<file path="config.mk">
export PLATFORM = sky130hd
export DESIGN_NAME = fp_mul_arbiter
export DESIGN_NICKNAME = d
export VERILOG_FILES = /design/src/rtl/fp_pkg.sv /design/src/rtl/rr_pick.sv /design/src/rtl/fp_mul_arbiter.sv
export SDC_FILE = /design/constraint.sdc
export NUM_CORES = 1
export LEC_CHECK = 0
export BUFFER_PORTS_ARGS = -buffer_cell sky130_fd_sc_hd__buf_2
export CORE_AREA = 2 2 156 158
export DETAILED_ROUTE_END_ITERATION = 6
export DIE_AREA = 0 0 158 160
export GPL_ROUTABILITY_DRIVEN = 0
export GPL_TIMING_DRIVEN = 0
export HOLD_SLACK_MARGIN = 0.15
export SLEW_MARGIN = 20
export SYNTH_ARGS = -nofsm -noshare
export SYNTH_HDL_FRONTEND = slang
export SYNTH_SLANG_ARGS = --single-unit
</file>
<file path="constraint.sdc">
create_clock -name clk -period 3.8 [get_ports clk]
set_input_delay 0.38 -clock clk [delete_from_list [all_inputs] [get_ports clk]]
set_output_delay 0.38 -clock clk [all_outputs]
set_load 0.02 [all_outputs]
</file>
<file path="src/rtl/fp_pkg.sv">
// rtl/fp_pkg.sv - shared constants for the FP multiplier arbiter
// Purpose: FSM state encodings and IEEE754 single-precision constants
//          used by the arbiter and its helpers.
// Ports:   none (package).
package fp_pkg;

  localparam int FP_W = 32;

  // Quiet NaN returned when the multiplier never completes.
  localparam logic [FP_W-1:0] FP_QNAN = 32'h7FC00000;

  localparam logic [1:0] ST_IDLE  = 2'd0;
  localparam logic [1:0] ST_ISSUE = 2'd1;
  localparam logic [1:0] ST_WAIT  = 2'd2;
  localparam logic [1:0] ST_DRAIN = 2'd3;

endpackage

</file>
<file path="src/rtl/rr_pick.sv">
// rtl/rr_pick.sv - combinational round-robin priority picker
// Purpose: returns the first set request bit searching upward from ptr_i+1
//          (mod N_REQ), so the last-served index becomes lowest priority.
// Ports:   req_i   - request vector
//          ptr_i   - index of the most recently granted requester
//          valid_o - at least one request is set
//          idx_o   - chosen requester index
module rr_pick
  import fp_pkg::*;
#(
  parameter int N_REQ = 4,
  parameter int IDX_W = $clog2(N_REQ)
) (
  input  logic [N_REQ-1:0] req_i,
  input  logic [IDX_W-1:0] ptr_i,
  output logic             valid_o,
  output logic [IDX_W-1:0] idx_o
);

  logic [IDX_W-1:0] cand;

  always_comb begin
    valid_o = 1'b0;
    idx_o   = '0;
    cand    = '0;
    // Scan from the farthest candidate back toward ptr+1 so the nearest
    // set bit is the one left standing.
    for (int k = N_REQ; k >= 1; k--) begin
      cand = IDX_W'((int'(ptr_i) + k) % N_REQ);
      if (req_i[cand]) begin
        valid_o = 1'b1;
        idx_o   = cand;
      end
    end
  end

endmodule

</file>
<file path="src/rtl/fp_mul_arbiter.sv">
// rtl/fp_mul_arbiter.sv - round-robin arbiter sharing one FP multiplier
// Purpose: serialises N_REQ requesters onto a single ready/done multiplier,
//          returning each product with a one-cycle ack; a watchdog forces a
//          quiet-NaN completion and sets a sticky err if done never arrives.
// Ports:   clk, rst           - clock, async active-high reset
//          req, req_op1/op2   - per-requester level request and operands
//          ack, res           - one-hot completion pulse and held product
//          grant_id, busy     - requester being served, not-idle flag
//          err                - sticky watchdog flag
//          mul_ready/op1/op2  - start pulse and operands to multiplier
//          mul_res, mul_done  - multiplier result and completion (pulse/level)
module fp_mul_arbiter
  import fp_pkg::*;
#(
  parameter int N_REQ   = 4,
  parameter int TIMEOUT = 64,
  parameter int CNT_W   = 8
) (
  input  logic                     clk,
  input  logic                     rst,
  input  logic [N_REQ-1:0]         req,
  input  logic [N_REQ*FP_W-1:0]    req_op1,
  input  logic [N_REQ*FP_W-1:0]    req_op2,
  output logic [N_REQ-1:0]         ack,
  output logic [FP_W-1:0]          res,
  output logic [$clog2(N_REQ)-1:0] grant_id,
  output logic                     busy,
  output logic                     err,
  output logic                     mul_ready,
  output logic [FP_W-1:0]          mul_op1,
  output logic [FP_W-1:0]          mul_op2,
  input  logic [FP_W-1:0]          mul_res,
  input  logic                     mul_done
);

  localparam int IDX_W = $clog2(N_REQ);

  logic [1:0]       state_q, state_d;
  logic [IDX_W-1:0] ptr_q, ptr_d;
  logic [IDX_W-1:0] grant_q, grant_d;
  logic [N_REQ-1:0] ack_q, ack_d;
  logic [FP_W-1:0]  res_q, res_d;
  logic [FP_W-1:0]  op1_q, op1_d;
  logic [FP_W-1:0]  op2_q, op2_d;
  logic [CNT_W-1:0] wd_q, wd_d;
  logic             rdy_q, rdy_d;
  logic             busy_q, busy_d;
  logic             err_q, err_d;

  logic             pick_valid;
  logic [IDX_W-1:0] pick_idx;

  rr_pick #(.N_REQ(N_REQ), .IDX_W(IDX_W)) u_pick (
    .req_i   (req),
    .ptr_i   (ptr_q),
    .valid_o (pick_valid),
    .idx_o   (pick_idx)
  );

  always_comb begin
    state_d = state_q;
    ptr_d   = ptr_q;
    grant_d = grant_q;
    ack_d   = '0;
    res_d   = res_q;
    op1_d   = op1_q;
    op2_d   = op2_q;
    wd_d    = wd_q;
    rdy_d   = rdy_q;
    err_d   = err_q;
    case (state_q)
      ST_IDLE: begin
        if (pick_valid) begin
          grant_d = pick_idx;
          ptr_d   = pick_idx;
          op1_d   = req_op1[int'(pick_idx)*FP_W +: FP_W];
          op2_d   = req_op2[int'(pick_idx)*FP_W +: FP_W];
          rdy_d   = 1'b1;
          state_d = ST_ISSUE;
        end
      end
      ST_ISSUE: begin
        // A done still high from a previous level-held completion is
        // ignored here; WAIT only starts looking one cycle later.
        rdy_d   = 1'b0;
        wd_d    = '0;
        state_d = ST_WAIT;
      end
      ST_WAIT: begin
        // Done is tested first so a completion on the expiry cycle wins.
        if (mul_done) begin
          res_d          = mul_res;
          ack_d[grant_q] = 1'b1;
          state_d        = ST_DRAIN;
        end else if (TIMEOUT != 0 && wd_q == CNT_W'(TIMEOUT - 1)) begin
          res_d          = FP_QNAN;
          ack_d[grant_q] = 1'b1;
          err_d          = 1'b1;
          state_d        = ST_DRAIN;
        end else begin
          wd_d = wd_q + 1'b1;
        end
      end
      ST_DRAIN: begin
        // Hold here while done is still asserted so a level done cannot
        // complete a second time.
        if (!mul_done) begin
          state_d = ST_IDLE;
        end
      end
      default: state_d = ST_IDLE;
    endcase
    busy_d = (state_d != ST_IDLE);
  end

  always_ff @(posedge clk or posedge rst) begin
    if (rst) begin
      state_q <= ST_IDLE;
      ptr_q   <= IDX_W'(N_REQ - 1);
      grant_q <= '0;
      ack_q   <= '0;
      res_q   <= '0;
      op1_q   <= '0;
      op2_q   <= '0;
      wd_q    <= '0;
      rdy_q   <= 1'b0;
      busy_q  <= 1'b0;
      err_q   <= 1'b0;
    end else begin
      state_q <= state_d;
      ptr_q   <= ptr_d;
      grant_q <= grant_d;
      ack_q   <= ack_d;
      res_q   <= res_d;
      op1_q   <= op1_d;
      op2_q   <= op2_d;
      wd_q    <= wd_d;
      rdy_q   <= rdy_d;
      busy_q  <= busy_d;
      err_q   <= err_d;
    end
  end

  assign ack       = ack_q;
  assign res       = res_q;
  assign grant_id  = grant_q;
  assign busy      = busy_q;
  assign err       = err_q;
  assign mul_ready = rdy_q;
  assign mul_op1   = op1_q;
  assign mul_op2   = op2_q;

endmodule
</file>
# == Yosys cells after proc, flatten, opt, wreduce, memory -nomap -nowiden ==
# Cells that the tools add are included.
# op_classes
magnitude_cmp,6
n_reduce_logical,11
shifts,2
n_mux,33
addsub,5
eq_ne,7
bitwise_logic,1
# op_table
cell,count
$shiftx 128x8->32,2
$mux 32,2
$mux 2,8
$mux 8,2
$pmux 8 s2,1
$lt 2x3->1 const B,5
$mux 4,3
$mux 1,10
$add 8x1->8 const B,1
$bmux 1 s2,4
$eq 8x6->1 const B,1
$pmux 2 s4,1
$reduce_bool 2->1,4
$ne 2x2->1 const B,3
$reduce_and 2->1,3
$reduce_and 3->1,2
$add 2x1->2 const B,2
$add 2x2->2 const B,2
$eq 2x2->1 const B,2
$demux 1 s2,1
$eq 2x1->1 const B,1
$ge 2x1->1 const B,1
$logic_not 2->1,1
$pmux 1 s2,1
2 further kinds,2
# totals
wordCells,76
regBits,117
inputBits,295

# == Depth between registers and ports, before layout ==
# logic_depth
depth_word,10
depth_mapped,8
depth_no_buf,6

# == Hierarchy ==
# Synthesis repeated with hierarchy kept, for this count alone.
# hier_totals
hier_cells,440
hier_area_um2,6387.4
# by_module_without_submodules
module,area_each_um2,n_inst,cells_each
fp_mul_arbiter,6296.0,1,426
rr_pick,91.3,1,14

# == Worst setup path after synthesis ==
# No wires, ideal clock.
# synth_path
path_kind,register to register
from,reg ptr_q[1]
to,reg op1_q[30] (netlist: mul_op1[30])
path_stages_with_launch,8
path_slack_ps,2053
synth_period_minus_slack_ps,1747
setup_ps,142
path_buffers,2
arrival_time_ps,1605
required_time_ps,3658
path_cell_list,dfstp_2 -> nand2b_1 -> a21oi_2 -> o221ai_4 -> buf_6 -> buf_6 -> mux2i_1 -> o221ai_1
# synth_via
elab_chain_len,8
word_cells_on_any_way,22
classes_between,add/sub (4); shift (1); mux (16); reduce/logical (1)
# synth_rtl
item,line,source
from (decl),fp_mul_arbiter.sv:39,"logic [IDX_W-1:0] ptr_q, ptr_d;"
from (signal assigned),fp_mul_arbiter.sv:119,ptr_q <= IDX_W'(N_REQ - 1);
from (signal assigned),fp_mul_arbiter.sv:131,ptr_q <= ptr_d;
$add 2x1->2,rr_pick.sv:29,cand = IDX_W'((int'(ptr_i) + k) % N_REQ);
$bmux 1 s2,rr_pick.sv:30,if (req_i[cand]) begin
$mux 1 (not written as such),rr_pick.sv:30,
$mux 2 or $mux 1 (tied branches) (4 in series),rr_pick.sv:30,
$shiftx 128x8->32 or $reduce_and 2->1 (tied branches),-,
to (signal assigned),fp_mul_arbiter.sv:135,op1_q <= op1_d;
to (decl),fp_mul_arbiter.sv:43,"logic [FP_W-1:0] op1_q, op1_d;"
# Parallel ways exist; a longest one is shown, timed or not. The select of a mux whose other input is x is not followed.
# A chain may end at the register's enable or synchronous reset.

# == Final worst setup path ==
# Same ends and word-level chain as after synthesis.

==> results.yml <==
critical_path:
  start_kind: "flip-flop"
  data_required_time_at_the_worst_endpoint_ps: 4050
  endpoint_kind: "flip-flop"
  worst-path-max-fanout: 10
  timing.critical_path.mode_cell: "sky130_fd_sc_hd__a21oi_1"
  r2r_slack_ps: 1590
  critical-path-max-stage-delay_ps: 590
  total_buffers_and_inverters_traversed_by_the_critical_path: 2
  ff2ff_path_depth: 7
  arrival_time_reported_for_the_critical_path_endpoint_ps: 2460
  critical_path.reg2reg.endpoint: "mul_op1[30]"
  reg_to_reg_startpoint: "ptr_q[1]"
  critical_path_class: "reg -> reg"
  crit_path_cell_trace: "a21oi_1 > a31oi_1 > a21oi_1 > nand2_1 > buf_4 > clkbuf_1 > o221ai_1"
  critical-path-slowest-cell: "sky130_fd_sc_hd__dfstp_2"
  crit_family: "buffers and inverters"
floorplan:
  initial_utilization_pct: 26.1
  pin_count: 400
  floorplan.rows: 57
  floorplan.core_area_mm2: 0.0238
  overall_die_width_um: 158
  die_area_mm2: 0.0253
  die_h_um: 160
sta:
  number_of_hold_violations_in_the_final_report: 0
  timing.final.crit_share_pct: 58.2
  setup_slack_ps: 1590
  worst_slew_pin_slew_ps: 583
  max_freq_mhz: 453
  min_period_ps: 2210
  final-setup-viol-count: 0
  worst_hold_slack_ps: 174
  rsz0062_at_grt: "false"
  maxSlewViolCount: 0
  finalClockSkew_ps: 12.5
  max_slew_headroom_at_the_worst_pin_pct: 61.1
finish:
  area_of_the_multi_input_gates_mm2: 0.00287
  filler_cell_count: 2425
  register_area_mm2: 0.00293
  antenna_cells: 0
  final_layout_size_suffix_gt1_share_pct: 47.7
  num-nets-final: 1263
  area.growth.synth_to_final_pct: 49.3
  layoutNonFillerInstCount: 1304
detailed_routing:
  number_of_remaining_drc_errors: 0
  drt-initial-drc-count: 414
  drt.antenna.violating_nets: 0
  wire_per_inst_um: 17.6
  drtPass1Iterations: 5
  routed_wl_mm: 23.0
  routed_via_density: 4.66
  dr_total_vias: 6078
power_and_ir_drop:
  leakage_nw: 4.90
  powerDensity_mw_per_mm2: 803
  worst_ir_drop_vdd_v: 0.000308
  total_power_mw: 7.45
synthesis:
  synth_seq_area_share_pct: 47.1
  yosys.cell_types.count: 44
  yosys_warnings: 0
  synth.area.top_cells: "sky130_fd_sc_hd__dfrtp_1 (46%), sky130_fd_sc_hd__mux2i_1 (21%), sky130_fd_sc_hd__o221ai_1 (9.0%)"
  synth_top_area_share_pct: 46.3
  avgSynthCellArea_um2: 11.4
  ys_dominant_reg_cell: "sky130_fd_sc_hd__dfrtp_1"
  ys_async_sr_fraction_pct: 100
  netlist.top_cell.by_area: "sky130_fd_sc_hd__dfrtp_1"
  synth_area_mm2: 0.00622
  ys_seq_elements: 117
  syn-num-nets: 843
  count_of_mapped_cells_out_of_synthesis: 547
  number_of_flops_mapped_to_enable_cells_by_yosys: 0
clocking:
  tritoncts_clock_tree: "done"
  max-clock-path-buffers: 2
  clock_latency_ps: 420
  numCtsBuffers: 17
  root_buffer: "sky130_fd_sc_hd__clkbuf_16"
  clkSlewWorstSetupHoldPaths_ps: 70
  cts.sink_count: 117
  depth_of_the_cts_h_tree: 4
hold_path:
  min-delay-path-class: "in -> reg"
  hold_path_startpoint: "mul_res[1]"
  hold_depth: 2
  min_delay_worst_endpoint: "res[1]"
global_route:
  grt_start_max_net_pins: 67
  gr-total-overflow: 0
  antenna_violations_before_repair: 0
  first_pass_grt_wire_length_mm: 34.3
  via_count_of_the_first_global_routing_pass: 6041
  gr-usage-all-layers_pct: 18.0
placement:
  place_inst: 1271
  buffer_ports.inserted: 399
  dp_slack_ps: 1350
  place_hpwl_mm: 17.8
run:
  cap_viol_max_count: 0
run_status:
  status: "finished clean"
==> metrics by stage <==
step | util (%) | TNS, ps | instance area (um^2)
after detailed placement | 36.3 | 0 | 8650
after CTS | 38.9 | 0 | 9280
after floorplan | - | 0 | 6220
after global routing | 38.9 | 0 | 9280
final | 38.9 | 0 | 9280
after global placement | 36.2 | -134180 | 8620
==> worst reg2reg max path: cells and delay by family (launching register included) <==
kind | cells | cell delay [ps]
AO/OA/AOI/OAI | 4 | 570
buffers and inverters | 2 | 750
flip-flops | 1 | 590
AND/OR/NAND/NOR | 1 | 150
==> how the worst max path moves through the flow <==
| stage | from | to | depth (start not counted) |
|---|---|---|---|
| 2_1_floorplan | rst | ack[0] | 1 |
| 3_3_place_gp | rst | mul_op1[0] | 2 |
| 3_5_place_dp | req[1] | mul_op2[0] | 8 |
| 4_1_cts | ptr_q[1] | mul_op1[30] | 7 |
| 5_1_grt | ptr_q[1] | mul_op1[30] | 7 |
| 6_report | ptr_q[1] | mul_op1[30] | 7 |
==> area by class of cell <==
| type | instances | area share, % |
|---|---|---|
| multi-input cells | 377 | 31.0 |
| plain buffers | 45 | 4.13 |
| clock buffers | 17 | 4.59 |
| clock inverters | 15 | 2.06 |
| inverters | 8 | 0.378 |
| flip-flops and latches | 117 | 31.6 |
| well taps | 324 | 4.37 |
| repair buffers | 401 | 21.9 |
==> cell families (layout without fill, tap and decap cells) <==
group,Yosys count,in the layout,share of synthesized area (%)
DFF,117,117,47.1
xor gates and xnor gates,1,1,0.141
buffers and inverters,53,486,6.64
AOI/OAI and AO/OA,123,123,16.3
and+or+nand+nor,123,123,8.82
adders and majority gates,1,1,0.201
muxes,129,129,20.8
==> cells in the final DEF, fill, tap and decap left out, types with 2 or more instances in the layout <==
cell / count
sky130_fd_sc_hd__bufinv_16: 3
sky130_fd_sc_hd__buf_6: 2
sky130_fd_sc_hd__clkinv_4: 2
sky130_fd_sc_hd__dfrtp_1: 115
sky130_fd_sc_hd__nand2_1: 78
sky130_fd_sc_hd__clkbuf_16: 17
sky130_fd_sc_hd__nand2b_1: 7
sky130_fd_sc_hd__inv_6: 7
sky130_fd_sc_hd__o21ai_0: 6
sky130_fd_sc_hd__o21ai_1: 6
sky130_fd_sc_hd__nor2b_1: 3
sky130_fd_sc_hd__a31oi_1: 7
sky130_fd_sc_hd__mux2i_1: 129
sky130_fd_sc_hd__or2_2: 2
sky130_fd_sc_hd__buf_12: 11
sky130_fd_sc_hd__dfstp_2: 2
sky130_fd_sc_hd__inv_1: 7
sky130_fd_sc_hd__o221ai_1: 64
sky130_fd_sc_hd__nor2_1: 16
sky130_fd_sc_hd__clkbuf_1: 22
sky130_fd_sc_hd__nor3_2: 2
sky130_fd_sc_hd__a21oi_1: 5
sky130_fd_sc_hd__buf_4: 2
sky130_fd_sc_hd__a22o_1: 23
sky130_fd_sc_hd__buf_2: 405
sky130_fd_sc_hd__nand3_1: 5
sky130_fd_sc_hd__clkinvlp_4: 2
sky130_fd_sc_hd__and2_1: 2
sky130_fd_sc_hd__o22a_1: 4
==> routing by layer <==
metal / vias to the layer above / part of all wire (%) / global-route usage [%]
li1: 2903 / - / -
met1: 2887 / 42 / 22.9
met2: 260 / 51 / 30.6
met3: 28 / 5.3 / 3.26
met4: 0 / 1.9 / 5.94
met5: - / 0 / 0
==> flip-flops by register name, summed over array words and instances (netlist names) <==
signal     flops
mul_op1       32
mul_op2       32
err            1
mul_ready      1
wd_q           8
ack            4
busy           1
grant_id       2
res           32
state_q        2
ptr_q          2
==> synthesized netlist by cell type, drive strengths merged (2+ instances only) <==
library cell	n
a21oi	6
a22o	23
a31oi	7
and2	2
buf	21
clkbuf	24
dfrtp	115
dfstp	2
inv	8
mux2i	129
nand2	78
nand2b	7
nand3	5
nor2	16
nor2b	3
nor3	3
o21ai	12
o221ai	65
o22a	4
o31ai	2
or2	3
==> repair_timing <==
item                      CTS  global route
buffers inserted            0             0
hold buffers                1             0
resized for setup           0             0
hold endpoints to repair   51             0
==> report_power, final <==
group	leakage, nW	switching (mW)	internal, mW	total (mW)
registers	1.44	0.339	1.82	2.15
clock network	0.298	0.657	1.05	1.71
logic	3.16	2.12	1.46	3.59
total	4.90	3.12	4.33	7.45
(Power assumes the default switching activity.)
